### src/rtl/multicycle_control_unit.sv
// Multicycle RV32I main control FSM.
// Sequences fetch/decode/execute/memory/writeback over a shared memory port.
module multicycle_control_unit #(
    parameter bit ENABLE_JAL      = 1'b1,
    parameter bit TRAP_ON_ILLEGAL = 1'b1,
    parameter int MEM_TIMEOUT     = 0,
    parameter int CNT_W           = 32
) (
    input  logic             clk,
    input  logic             reset,
    input  logic [6:0]       OPCode,
    input  logic             Zero,
    input  logic             mem_ready,
    output logic             PCWrite,
    output logic [1:0]       PCSrc,
    output logic             IorD,
    output logic             IRWrite,
    output logic             MemRead,
    output logic             MemWrite,
    output logic [1:0]       MemtoReg,
    output logic [1:0]       ALUSrcA,
    output logic [1:0]       ALUSrcB,
    output logic [1:0]       ALUOp,
    output logic             RegWrite,
    output logic             Branch,
    output logic             Illegal,
    output logic [CNT_W-1:0] retired
);

    typedef enum logic [3:0] {
        S_FETCH, S_DECODE, S_MEMADR, S_MEMRD,
        S_MEMWB, S_MEMWR, S_EXECR, S_EXECI,
        S_ALUWB, S_BEQ, S_JAL, S_TRAP
    } state_t;

    localparam logic [6:0] OP_LOAD  = 7'b0000011;
    localparam logic [6:0] OP_STORE = 7'b0100011;
    localparam logic [6:0] OP_R     = 7'b0110011;
    localparam logic [6:0] OP_I     = 7'b0010011;
    localparam logic [6:0] OP_BEQ   = 7'b1100011;
    localparam logic [6:0] OP_JAL   = 7'b1101111;

    localparam int TW = (MEM_TIMEOUT > 0) ? $clog2(MEM_TIMEOUT + 1) : 1;

    state_t           r_state;
    state_t           w_next;
    logic [TW-1:0]    r_wait;
    logic [CNT_W-1:0] r_retired;
    logic             w_wait_st;
    logic             w_timeout;
    logic             w_retire;

    assign w_wait_st = (r_state == S_FETCH) ||
                       (r_state == S_MEMRD) ||
                       (r_state == S_MEMWR);

    // mem_ready on the expiry cycle still advances normally
    assign w_timeout = (MEM_TIMEOUT > 0) && !mem_ready &&
                       (r_wait == TW'(MEM_TIMEOUT));

    // the illegal-NOP path (DECODE -> FETCH) is deliberately excluded
    assign w_retire = (w_next == S_FETCH) &&
                      ((r_state == S_MEMWB) || (r_state == S_MEMWR) ||
                       (r_state == S_ALUWB) || (r_state == S_BEQ) ||
                       (r_state == S_JAL));

    assign retired = r_retired;

    // state register
    always_ff @(posedge clk) begin
        if (reset) r_state <= S_FETCH;
        else       r_state <= w_next;
    end

    // wait counter: runs only while parked in a memory wait state
    always_ff @(posedge clk) begin
        if (reset)
            r_wait <= '0;
        else if ((MEM_TIMEOUT > 0) && w_wait_st && (w_next == r_state))
            r_wait <= r_wait + TW'(1);
        else
            r_wait <= '0;
    end

    // retired-instruction counter, wraps naturally
    always_ff @(posedge clk) begin
        if (reset)         r_retired <= '0;
        else if (w_retire) r_retired <= r_retired + CNT_W'(1);
    end

    // next-state and Moore/Mealy control outputs
    always_comb begin
        w_next   = r_state;
        PCWrite  = 1'b0;
        PCSrc    = 2'b00;
        IorD     = 1'b0;
        IRWrite  = 1'b0;
        MemRead  = 1'b0;
        MemWrite = 1'b0;
        MemtoReg = 2'b00;
        ALUSrcA  = 2'b00;
        ALUSrcB  = 2'b00;
        ALUOp    = 2'b00;
        RegWrite = 1'b0;
        Branch   = 1'b0;
        Illegal  = 1'b0;
        unique case (r_state)
            S_FETCH: begin
                MemRead = 1'b1;
                ALUSrcB = 2'b01;
                IRWrite = mem_ready;
                PCWrite = mem_ready;
                if (mem_ready)      w_next = S_DECODE;
                else if (w_timeout) w_next = S_TRAP;
            end
            S_DECODE: begin
                ALUSrcA = 2'b10;
                ALUSrcB = 2'b10;
                if (OPCode == OP_LOAD || OPCode == OP_STORE)
                    w_next = S_MEMADR;
                else if (OPCode == OP_R)
                    w_next = S_EXECR;
                else if (OPCode == OP_I)
                    w_next = S_EXECI;
                else if (OPCode == OP_BEQ)
                    w_next = S_BEQ;
                else if (ENABLE_JAL && OPCode == OP_JAL)
                    w_next = S_JAL;
                else
                    w_next = TRAP_ON_ILLEGAL ? S_TRAP : S_FETCH;
            end
            S_MEMADR: begin
                ALUSrcA = 2'b01;
                ALUSrcB = 2'b10;
                w_next  = (OPCode == OP_LOAD) ? S_MEMRD : S_MEMWR;
            end
            S_MEMRD: begin
                MemRead = 1'b1;
                IorD    = 1'b1;
                if (mem_ready)      w_next = S_MEMWB;
                else if (w_timeout) w_next = S_TRAP;
            end
            S_MEMWB: begin
                RegWrite = 1'b1;
                MemtoReg = 2'b01;
                w_next   = S_FETCH;
            end
            S_MEMWR: begin
                MemWrite = 1'b1;
                IorD     = 1'b1;
                if (mem_ready)      w_next = S_FETCH;
                else if (w_timeout) w_next = S_TRAP;
            end
            S_EXECR: begin
                ALUSrcA = 2'b01;
                ALUOp   = 2'b10;
                w_next  = S_ALUWB;
            end
            S_EXECI: begin
                ALUSrcA = 2'b01;
                ALUSrcB = 2'b10;
                ALUOp   = 2'b11;
                w_next  = S_ALUWB;
            end
            S_ALUWB: begin
                RegWrite = 1'b1;
                w_next   = S_FETCH;
            end
            S_BEQ: begin
                Branch  = 1'b1;
                ALUSrcA = 2'b01;
                ALUOp   = 2'b01;
                PCSrc   = 2'b01;
                PCWrite = Zero;
                w_next  = S_FETCH;
            end
            S_JAL: begin
                PCSrc    = 2'b01;
                PCWrite  = 1'b1;
                RegWrite = 1'b1;
                MemtoReg = 2'b10;
                w_next   = S_FETCH;
            end
            S_TRAP: begin
                Illegal = 1'b1;
            end
            default: w_next = S_FETCH;
        endcase
    end

endmodule
### config.mk
export PLATFORM = sky130hd
export DESIGN_NAME = multicycle_control_unit
export DESIGN_NICKNAME = d
export VERILOG_FILES = /design/src/rtl/multicycle_control_unit.sv
export SDC_FILE = /design/constraint.sdc
export NUM_CORES = 1
export LEC_CHECK = 0
export CORE_UTILIZATION = 43
export CTS_CLUSTER_DIAMETER = 120
export DETAILED_ROUTE_END_ITERATION = 10
export PLACE_DENSITY = 0.75
export SETUP_SLACK_MARGIN = 0.02
export SLEW_MARGIN = 20
export SYNTH_ARGS = -nofsm -noshare
export SYNTH_HDL_FRONTEND = slang
export SYNTH_SLANG_ARGS = --single-unit
### constraint.sdc
create_clock -name clk -period 1.8 [get_ports clk]
set_input_delay 0.27 -clock clk [delete_from_list [all_inputs] [get_ports clk]]
set_output_delay 0.27 -clock clk [all_outputs]
set_load 0.01 [all_outputs]
==> summary.txt <==
STA
  – Count of final hold-check violations: 0
  – Worst Slack Setup Final: -0.0801 ns
  – Final period util: 1.04
  – Crit path time final: 1.88 ns
  – Final-report setup violation count: 8
  – Max-slew violation total from the final report: 0
  – Setup clock skew after layout: 0.00844 ns
  – Setup repair after global routing missed its margin: yes
  – Total negative slack for setup checks: -0.362 ns
  – Maximum clock rate: 0.532 GHz

Pwr
  – Power share of the clock group: 0.292
  – Internal power component: 1.74 mW
  – Sequential group share of total power: 0.349
  – Switching Fraction: 0.315
  – Worst IR Drop VDD: 0.000517 V
  – Leakage power of the design: 1.38 nW
  – Net Switching: approximately 0.80 mW
  – Share of power burned in combinational logic: 0.359
  – Power per cell area: approximately 700 nW/um2

Floorplan
  – Initial cell density of the core: 0.461
  – Number of standard-cell rows in the floorplan: 24
  – Area of the core: 4500 um2
  – Die span in y: 71.5 um
  – Overall die width: between 70 and 80 um
  – Die Area: 5110 um2
  – Top-level I/O count: 61

Route
  – Count of TritonRoute iterations in the first routing pass: 5
  – Detailed-route DRC error count: 0
  – Drt total wl: 7400 um
  – ANT nets after route: 0
  – Total vias in the final route: 2507
  – Mean routed wirelength per cell: between 15 and 20 um
  – Via count normalized by instance count: between 5 and 6
  – Number of DRC markers after the initial detailed-route iteration: 183

Worst setup path
  – Critical Path Max Stage Delay: 0.48 ns
  – Category of the worst setup path launch point: register
  – Type of element capturing the critical path: register
  – Library cell contributing the largest single delay on the critical path: sky130_fd_sc_hd__or4_4
  – Ordered cell list for the critical path: buf_6 > nand3b_1 > a21o_4 > a21o_4 > buf_6 > or4_4 > a21oi_2
  – Worst EP required: 2.03 ns
  – Crit Path Class: register to register
  – Arrival time of data at the critical path endpoint: 2.11 ns
  – Largest fanout on the critical path: 7

Layout
  – Share of post-route cells with drive strength above 1: 0.389
  – Number of diodes added for antenna fixing: 0
  – Final Net Count: 397
  – Non-filler cells in the finished layout: 438
  – Final Core Density: 0.807
  – Fillers: 287
  – Flip-flop and latch area: 763 um2
  – Relative area change from synthesis to final layout: 75.2%
  – Multi-input combinational cell area: between 1500 and 2000 um2

Outcome
  – Failing checks: negative setup slack
  – Result of the run: finished, violations left

Run
  – Reported max-cap violation count: 0

Synth
  – Synth Instances: between 200 and 300
  – Number of warnings reported in the yosys synthesis log: 0
  – Primary FF master, synth: sky130_fd_sc_hd__dfxtp_1
  – Number of enable-type register cells in the synthesized netlist: 0
  – Synthesized cell area: 2070 um2
  – Number of register bits inferred by synthesis: 36
  – Synthesized area per cell: 7.92 um2
  – Post-synthesis cell type count: 47
  – Post-synthesis async set-or-reset flop share: 0
  – Syn Nets: 274
  – Post-synthesis sequential area ratio: 0.347

Global route
  – Wire length of the first global-routing pass: ~11000 um
  – Pin count of the biggest net entering global routing: 18
  – Antenna violations before repair: 0
  – Global Route Usage Sum: 0.277
  – Sum of overflow across all layers after global routing: 0
  – Number of global-route vias before repair: 2444

CTS
  – Depth of the CTS H-tree: 2
  – Deepest clock path buffer count: 2
  – Clock sink count: 36
  – Post-CTS clock slew at the launch and capture registers of the worst setup and hold paths: 0.07 ns
  – TritonCTS buffer count: 5
  – Clock latency of the later-clocked register in the worst-skew pair: roughly 0.29 ns
  – Cell at the root of the clock tree: sky130_fd_sc_hd__clkbuf_8
  – CTS Hold Bufs: 0
  – CTS tree: built

Placed design
  – Half-perimeter wire length after placement: 4360 um
  – Routability congestion estimate: 0.879
  – Placement-stage worst setup slack: -0.343 ns
  – Post-placement cell count: around 420
  – Port-buffer cells: slightly below 60

Worst hold path
  – Classification of the worst-slack hold path: register to register
metal layers:
metal,share of wire,GRT usage,vias up
met1,0.41,0.340,1199
met3,0.052,0.0577,12
li1,-,-,1198
met5,0,0,-
met2,0.52,0.476,98
met4,0.015,0.111,0
sequential cells by signal, summed over array words and instances (netlist names):
register	flops
retired	32
r_state	4
cell families after synthesis:
logic type / synth area share
flip-flops: 0.347
AO/OA/AOI/OAI: 0.202
other: 0.00181
XOR/XNOR: 0.0887
adder cells (fa/ha/maj): 0.00603
buffers and inverters: 0.0567
AND/OR/NAND/NOR: 0.286
multiplexers: 0.0109
worst max-delay path, delay by kind of cell (launching register included):
family	cells	cell delay (ns)
compound gates	3	0.63
simple gates	2	0.58
flops	1	0.38
buf+inv	2	0.24
repair_timing:
item,in CTS,in global routing
endpoints found under the hold margin,0,0
setup buffers,13,4
setup endpoints to repair,29,31
pin swaps,10,20
resized for setup,53,52
area by class of cell:
| class | count | area share |
|---|---|---|
| Clock buffer | 8 | 0.0334 |
| Inverter | 8 | 0.00826 |
| Multi-Input combinational cell | 202 | 0.418 |
| Sequential cell | 36 | 0.210 |
| Tap cell | 52 | 0.0179 |
| Timing Repair Buffer | 132 | 0.312 |
per-stage QoR:
| stage | cell area, um2 | hold WS [ns] | power (mW) |
|---|---|---|---|
| floorplan | 2130 | 0.422 | 1.24 |
| global placement | 3130 | 0.461 | 1.60 |
| detailed placement | 3130 | 0.476 | 1.61 |
| CTS | 3430 | 0.511 | 2.39 |
| global route | 3630 | 0.548 | 2.65 |
| finish | 3630 | 0.524 | 2.54 |
cell usage after synthesis, drive strengths merged, types with 5 or more instances:
cell,number,area share
buf,7,0.026
and3,6,0.018
o31ai,7,0.025
dfxtp,36,0.35
nand3,16,0.041
o21ai,10,0.024
clkbuf,9,0.016
nand2,16,0.029
nand4,7,0.024
nor3,5,0.012
or3,7,0.024
inv,8,0.014
nor2,32,0.058
a211oi,7,0.025
xnor2,19,0.080
or4,8,0.029
a21oi,23,0.055
final timing paths:
check / startpoint / end / slack [ns] / cells past startpoint
worst max-delay path: r_state[2] / retired[30] / -0.08 / 7
worst min-delay path: retired[31] / retired[31] / 0.52 / 2
worst max register to register: r_state[2] / retired[30] / -0.08 / 7
worst min register to register: retired[31] / retired[31] / 0.52 / 2
power by group through the flow:
| stage | sequential [mW] | clock, mW | combinational (mW) |
|---|---|---|---|
| 6_report | 0.885 | 0.741 | 0.912 |
| 5_1_grt | 0.891 | 0.781 | 0.974 |
| 4_1_cts | 0.870 | 0.740 | 0.781 |
| 3_5_place_dp | 0.887 | 0 | 0.724 |
| 3_3_place_gp | 0.887 | 0 | 0.710 |
| 2_1_floorplan | 0.874 | 0 | 0.362 |
cells in the final DEF, fill, tap and decap left out, drive strengths merged, types with 2 or more instances in the layout:
cell type / n
a2111oi: 2
a211o: 2
a211oi: 7
a21o: 2
a21oi: 23
and2: 3
and3: 6
and4: 2
buf: 76
clkbuf: 10
clkdlybuf4s15: 4
clkdlybuf4s50: 41
dfxtp: 36
dlygate4sd2: 8
inv: 8
mux2: 2
nand2: 16
nand2b: 3
nand3: 16
nand3b: 2
nand4: 7
nor2: 32
nor2b: 3
nor3: 5
nor4: 3
o21a: 2
o21ai: 10
o31ai: 7
or3: 7
or4: 8
xnor2: 19
xor2: 2
No activity file was read; power rests on OpenSTA's default activity.
